<file path="config.mk">
export PLATFORM = sky130hd
export DESIGN_NAME = fsm_moore_decrypt
export DESIGN_NICKNAME = d
export VERILOG_FILES = /design/src/rtl/ascon_pkg.sv /design/src/rtl/fsm_moore_decrypt_block_counter.sv /design/src/rtl/fsm_moore_decrypt.sv
export SDC_FILE = /design/constraint.sdc
export NUM_CORES = 1
export LEC_CHECK = 0
export ABC_AREA = 1
export BUFFER_PORTS_ARGS = -buffer_cell sky130_fd_sc_hd__buf_2
export CAP_MARGIN = 25
export CORE_AREA = 2 2 43 45
export CTS_CLUSTER_SIZE = 30
export DETAILED_ROUTE_END_ITERATION = 10
export DIE_AREA = 0 0 45 47
export HOLD_SLACK_MARGIN = 0.08
export PLACE_DENSITY = 0.77
export SYNTH_ARGS = -nofsm -noshare
export SYNTH_HDL_FRONTEND = slang
export SYNTH_SLANG_ARGS = --single-unit
</file>
<file path="constraint.sdc">
create_clock -name clock_i -period 3.4 [get_ports clock_i]
set_input_delay 0 -clock clock_i [delete_from_list [all_inputs] [get_ports clock_i]]
set_output_delay 0 -clock clock_i [all_outputs]
set_load 0.02 [all_outputs]
</file>
<file path="src/rtl/ascon_pkg.sv">
// Shared ASCON controller definitions: decryption FSM states and round-counter constants.
package ascon_pkg;

  localparam logic [3:0] ROUND_LAST     = 4'hB;
  localparam logic [3:0] ROUND_P6_START = 4'h6;

  typedef enum logic [4:0] {
    IDLE,
    INIT_START,
    INIT_RUN,
    INIT_END,
    END_INIT,
    AD_WAIT,
    AD_START,
    AD_RUN,
    AD_END,
    CT_WAIT,
    CT_START,
    CT_RUN,
    CT_END,
    FIN_START,
    FIN_RUN,
    FIN_END,
    TAG_CHECK,
    DONE
  } state_dec_t;

endpackage

</file>
<file path="src/rtl/fsm_moore_decrypt_block_counter.sv">
// Ciphertext block counter: 3-bit, synchronous clear, terminal flag on the last block.
module block_counter #(
  parameter int unsigned NB_CIPHER_BLOCKS = 4
) (
  input  logic       clk,
  input  logic       rst,
  input  logic       clear,
  input  logic       en,
  output logic [2:0] count,
  output logic       last
);

  always_ff @(posedge clk) begin
    if (rst || clear) count <= '0;
    else if (en)      count <= count + 3'd1;
  end

  assign last = (count == 3'(NB_CIPHER_BLOCKS - 1));

endmodule

</file>
<file path="src/rtl/fsm_moore_decrypt.sv">
// Moore controller sequencing the ASCON-128 datapath for decryption and reporting tag status.
module fsm_moore_decrypt
  import ascon_pkg::*;
#(
  parameter int unsigned NB_CIPHER_BLOCKS = 4
) (
  input  logic       clock_i,
  input  logic       reset_i,
  input  logic       start_i,
  input  logic [3:0] round_i,
  input  logic       data_valid_i,
  input  logic       tag_equal_i,
  output logic       input_mode_o,
  output logic       en_reg_state_o,
  output logic       bypass_xor_begin_o,
  output logic       bypass_xor_end_o,
  output logic       mode_xor_key_o,
  output logic       dec_mode_o,
  output logic       en_cpt_double_o,
  output logic       init_p12_o,
  output logic       init_p6_o,
  output logic       en_plain_o,
  output logic [2:0] block_index_o,
  output logic       end_initialisation_o,
  output logic       done_o,
  output logic       auth_ok_o
);

  state_dec_t state, next;
  logic       accept_start;
  logic       last_block;
  logic       at_last_round;

  assign accept_start  = start_i && (state == IDLE || state == DONE);
  assign at_last_round = (round_i == ROUND_LAST);

  always_ff @(posedge clock_i) begin
    if (reset_i) state <= IDLE;
    else         state <= next;
  end

  always_ff @(posedge clock_i) begin
    if (reset_i || accept_start) auth_ok_o <= 1'b0;
    else if (state == TAG_CHECK) auth_ok_o <= tag_equal_i;
  end

  block_counter #(
    .NB_CIPHER_BLOCKS(NB_CIPHER_BLOCKS)
  ) u_block_counter (
    .clk   (clock_i),
    .rst   (reset_i),
    .clear (accept_start),
    .en    (state == CT_END),
    .count (block_index_o),
    .last  (last_block)
  );

  always_comb begin
    next = state;
    unique case (state)
      IDLE:       if (start_i) next = INIT_START;
      INIT_START: next = INIT_RUN;
      INIT_RUN:   if (at_last_round) next = INIT_END;
      INIT_END:   next = END_INIT;
      END_INIT:   next = AD_WAIT;
      AD_WAIT:    if (data_valid_i) next = AD_START;
      AD_START:   next = AD_RUN;
      AD_RUN:     if (at_last_round) next = AD_END;
      AD_END:     next = CT_WAIT;
      // The final ciphertext block is absorbed by the finalisation permutation.
      CT_WAIT:    if (data_valid_i) next = last_block ? FIN_START : CT_START;
      CT_START:   next = CT_RUN;
      CT_RUN:     if (at_last_round) next = CT_END;
      CT_END:     next = CT_WAIT;
      FIN_START:  next = FIN_RUN;
      FIN_RUN:    if (at_last_round) next = FIN_END;
      FIN_END:    next = TAG_CHECK;
      TAG_CHECK:  next = DONE;
      DONE:       if (start_i) next = INIT_START;
      default:    next = IDLE;
    endcase
  end

  always_comb begin
    input_mode_o         = 1'b0;
    en_reg_state_o       = 1'b0;
    bypass_xor_begin_o   = 1'b1;
    bypass_xor_end_o     = 1'b1;
    mode_xor_key_o       = 1'b0;
    dec_mode_o           = 1'b0;
    en_cpt_double_o      = 1'b0;
    init_p12_o           = 1'b0;
    init_p6_o            = 1'b0;
    en_plain_o           = 1'b0;
    end_initialisation_o = 1'b0;
    done_o               = 1'b0;
    case (state)
      INIT_START: begin
        input_mode_o    = 1'b1;
        init_p12_o      = 1'b1;
        en_cpt_double_o = 1'b1;
        en_reg_state_o  = 1'b1;
      end
      INIT_RUN, AD_RUN, CT_RUN, FIN_RUN: begin
        en_cpt_double_o = 1'b1;
        en_reg_state_o  = 1'b1;
      end
      INIT_END, AD_END, FIN_END: begin
        en_reg_state_o   = 1'b1;
        bypass_xor_end_o = 1'b0;
      end
      END_INIT: end_initialisation_o = 1'b1;
      AD_START: begin
        bypass_xor_begin_o = 1'b0;
        init_p6_o          = 1'b1;
        en_cpt_double_o    = 1'b1;
        en_reg_state_o     = 1'b1;
      end
      CT_START: begin
        bypass_xor_begin_o = 1'b0;
        dec_mode_o         = 1'b1;
        en_plain_o         = 1'b1;
        init_p6_o          = 1'b1;
        en_cpt_double_o    = 1'b1;
        en_reg_state_o     = 1'b1;
      end
      CT_END: en_reg_state_o = 1'b1;
      FIN_START: begin
        bypass_xor_begin_o = 1'b0;
        dec_mode_o         = 1'b1;
        en_plain_o         = 1'b1;
        mode_xor_key_o     = 1'b1;
        init_p12_o         = 1'b1;
        en_cpt_double_o    = 1'b1;
        en_reg_state_o     = 1'b1;
      end
      DONE:    done_o = 1'b1;
      default: ;
    endcase
  end

endmodule

</file>
=== Word level (Yosys, flattened, before mapping) ===
Cells that the tools add are included.

* Input bits: 9
* Bits in writable memories: 0
* ROM bits: 0
* Flip-flop bits (word level): 9
* Word-level logic and storage cells: 64
* Bits in latches: 0
* Output and inout bits: 16
* Memories: 0

* Shift operators: 0
* Bitwise operators: 0
* Equality and inequality tests: 26
* Reductions and logical operators: 14
* Multipliers: 0
* Divide/modulo/power cells: 0
* Add/subtract/negate cells: 1
* Mux-type cells: 20
* Order comparisons: 0

{| class="wikitable"
|+ Operators by type and width
! kind !! count
|-
| 5-bit case mux with 16 select lines || 1
|-
| 5-bit by 4-bit equality test with 1-bit output, second input constant || 8
|-
| 5-bit two-way mux || 7
|-
| 5-bit by 3-bit equality test with 1-bit output, second input constant || 4
|-
| 2-bit != test, second input constant || 6
|-
| 12-bit OR reduction || 1
|-
| 1-bit two-way mux || 11
|-
| 5-bit by 2-bit equality test with 1-bit output, second input constant || 2
|-
| 5-bit equality test, second input constant || 2
|-
| 2-bit OR reduction || 5
|-
| 8-bit OR reduction || 1
|-
| 7-bit AND reduction || 1
|-
| 3-bit OR reduction || 2
|-
| 5-bit by 1-bit equality test with 1-bit output, second input constant || 1
|-
| 5-bit logical NOT || 1
|-
| 4-bit equality test, second input constant || 1
|-
| 3-bit by 1-bit adder with 3-bit output, second input constant || 1
|-
| 3-bit by 2-bit equality test with 1-bit output, second input constant || 1
|-
| 3-bit two-way mux || 1
|-
| 1-bit logical OR || 2
|-
| 2-bit by 1-bit != test with 1-bit output, second input constant || 1
|-
| 1-bit logical AND || 1
|}

=== Logic depth before layout (Yosys ltp) ===
* Depth after elaboration: 4
* Mapped depth: 10
* Mapped depth without buffers: 9

=== By module ===
A second synthesis with hierarchy kept.

* Cells, all modules: 150
* Area total of the unflattened synthesis: 839.6 sq um

{| class="wikitable"
|+ By module, submodules not included
! module !! times used !! area an instance (sq um) !! cells an instance
|-
| fsm_moore_decrypt || 1 || 684.4 || 127
|-
| block_counter || 1 || 155.1 || 23
|}

=== Worst setup path after synthesis ===
Ideal clock, no wire load.

* Kind: register to output
* From: register state[2]
* To: output port en_reg_state_o
* Stages on the path, launching flop included: 7
* Arrival: 1.405 ns
* Path slack: 1.995 ns
* Cells stage by stage: dfxtp_1 > buf_6 > nor2_4 > nand2_1 > a21oi_1 > nor3_1 > nand3_1

* Longest elaborated chain between the ends: 3

{| class="wikitable"
|+ RTL lines
! what !! line !! RTL
|-
| from (decl) || fsm_moore_decrypt.sv:29 || <nowiki>state_dec_t state, next;</nowiki>
|-
| from (signal assigned) || fsm_moore_decrypt.sv:39 || <nowiki>else state <= next;</nowiki>
|-
| 5-bit by 4-bit equality test with 1-bit output, or another cell as far along || fsm_moore_decrypt.sv:97 || <nowiki>case (state)</nowiki>
|-
| 12-bit OR reduction (no source line) (*) || - ||
|-
| 1-bit two-way mux (*) || fsm_moore_decrypt.sv:97 ||
|-
| to (decl) || fsm_moore_decrypt.sv:14 || <nowiki>output logic en_reg_state_o,</nowiki>
|}

Mark *: on every way between the ends. The rest lies on a longest branch, timed or not.

=== Worst setup path in the final report ===
* From: register state[4]
* To: output port en_reg_state_o

The elaborated chain is that of the path after synthesis.

==> metrics.txt <==
# IOs=25; f_max=0.514 GHz; DP Worst Slack=1.79 ns; HPWL after DPL=1.74 mm; setup TNS=0 ns; Hold WC Path Type=primary input to flop; post-synth top area share=0.220; WHS Endpoint=auth_ok_o; FF-to-FF End=state[3]; Cell Area, Synth=818 sq um; CTS Buffer Depth=2; Final Cycle Share=0.572; Worst Skew=0.00298 ns; clock sinks=9; # diodes=0; Leakage=0.000534 uW; Layout Nets=175; VDD IR max=about 0.33 mV; CTS buffer count=3; Syn Area/Cell=5.97 sq um; via count=approximately 1000; Layout Cells excl Fill=180; GR Overflow Total=0; Worst-Margin Slew=0.398 ns; Power Density=approximately 600 mW/mm^2; first-pass GRT wire length=3.43 mm; crit path capture type=output pin; layout cells sized above 1=0.258; Final ANT Viol Nets=0; CP arrival=1.95 ns; Post-synth ARST share=0; vias in the first global route=801; Reg clk slew, reported paths=roughly 0.06 ns; H-Tree Level Count=1; multi-input logic area=531 sq um; Clock Latency Late Sink=0.26 ns; critical path peak fanout=9; GRT met3 Usage=0.0615; final routed DRC violation total=0; Syn. warnings=0; CP startpoint kind=flop; worst relative slew slack=0.733; Die Footprint=0.00212 sq mm; final core occ=0.589; R2R Setup Slk=approximately 1.8 ns; hold path depth=3; number of gates resized after CTS=0; Synth Instances=137; Core Box Area=0.00165 sq mm; worst path required time=roughly 3.4 ns; Rows=15; RSZ-0062 raised after global routing=no; post-synth net total=148; routed vias/inst=5.40; worst r2r src=state[4]; GR Util met2=0.377; Placer Congestion=0.965; Synth area leaders=dfxtp_1 (22%), nand2_1 (13%), nor2_1 (11%); TritonRoute pass-1 iters=4; synthesis-stage register bit count=9; met1 global-route usage=0.283; Hold Crit Start=start_i; busiest grt layer=met2; sequential area share after synthesis=0.220; Top FF cell, synth=dfxtp_1; most common cell in the netlist=nand2_1; max-slew violations=0; number of port buffers=24; Cells after DPL=174; Fill cells=168; DR WL/cell=11.8 microns; Hold WS=0.103 ns; TritonCTS clock tree=built; die height=47 microns; Final setup violation count=0; leading area contributor after synthesis=dfxtp_1; Initial Utilization=0.495; Post-synth top cells=nand2_1 (29), nor2_1 (24), inv_1 (15), nand3_1 (15), a21oi_1 (11); PnR worst setup slack=1.45 ns; chip width=45 microns; path depth of the worst reg2reg path=9; status=finished, final reports clean; Yosys cell types=25; largest net degree at the start of global routing=10; CP Class=flop to output pin; Hold Fails Final Rpt=0; storage element area=180 sq um; Initial DRC Count=31; DRT Wirelength=around 2.1 mm; min cycle time layout=1.95 ns; initial antenna violation count=0; Post-synth EDFFs=0; Synth-to-Final Area Change=18.8%; total global-route track usage=0.229; Clock Root Buffer=clkbuf_4; max cap viols=0
-- flip-flops by register name, summed over array words and instances, names as in the netlist --
name                   count
auth_ok_o                  1
state                      5
u_block_counter.count      3
-- power breakdown --
group          internal, uW  switching (uW)  leakage, uW  total, uW
Combinational           111             229     0.000446        340
Sequential              118            25.5    0.0000729        144
Clock                  45.3            38.2    0.0000150       83.5
-- how the worst max path moves through the flow --
stage                        start  depth (start not counted)  slack, ns        endpoint
after floorplan           state[2]                          6       1.99  en_reg_state_o
after global placement    state[4]                          8       1.81  en_reg_state_o
after detailed placement  state[4]                          8       1.79  en_reg_state_o
after CTS                 state[4]                          8       1.50  en_reg_state_o
after global routing      state[4]                          8       1.37  en_reg_state_o
final                     state[4]                          8       1.45  en_reg_state_o
-- repair_timing --
| action | in CTS | in global routing |
|---|---|---|
| hold buffers | 2 | 0 |
| hold endpoints to repair | 6 | 0 |
| buffers inserted | 0 | 0 |
-- per-layer routing --
metal	vias to the layer above	share of wire
li1	490	-
met1	438	0.42
met2	38	0.49
met3	6	0.066
met4	0	0.017
met5	-	0
-- cell families after synthesis --
| kind of cell | after synthesis | synth area share |
|---|---|---|
| AO/OA/AOI/OAI | 17 | 0.113 |
| XOR/XNOR | 1 | 0.0107 |
| adder cells (fa/ha/maj) | 2 | 0.0306 |
| buffers and inverters | 23 | 0.131 |
| flip-flops | 9 | 0.220 |
| AND/OR/NAND/NOR | 85 | 0.494 |
-- layout make-up --
cell class | count | area share
Timing Repair Buffer | 26 | 0.144
Multi-Input combinational cell | 105 | 0.546
Sequential cell | 9 | 0.185
Clock buffer | 4 | 0.0270
Inverter | 19 | 0.0759
Tap cell | 17 | 0.0219
-- cell usage in the layout, fill, tap and decap left out --
master	Yosys	layout
nand2_1	29	29
nor2_1	24	24
buf_2	0	24
inv_1	15	15
nand3_1	15	15
a21oi_1	11	11
dfxtp_1	9	9
nand2_2	4	4
nor2_4	3	3
nand3_2	3	3
clkbuf_4	0	3
inv_2	2	2
nor2_2	2	2
nor3_1	2	2
o21ai_0	2	2
nand4_1	2	2
ha_1	2	2
dlygate4sd3_1	0	2
inv_4	1	1
clkinv_1	1	1
o21ai_1	1	1
o211ai_1	1	1
a21o_1	1	1
a21boi_1	1	1
or2_0	1	1
xor2_1	1	1
clkbuf_1	0	1
-- through the flow --
| stage | total power (uW) | area (sq um) |
|---|---|---|
| after global placement | 474 | 926 |
| after detailed placement | 479 | 926 |
| after floorplan | 394 | 818 |
| final | 567 | 972 |
| after global routing | 608 | 972 |
| after CTS | 566 | 972 |
-- critical path, stage by stage, from the launching register on --
cell     delay (ns)
dfxtp_1        0.56
inv_4          0.11
nand3_2        0.14
nor2_4         0.06
nor2_1         0.14
nand2_2        0.09
nor3_1         0.27
nand3_1        0.12
buf_2          0.18
(Power assumes the default switching activity.)
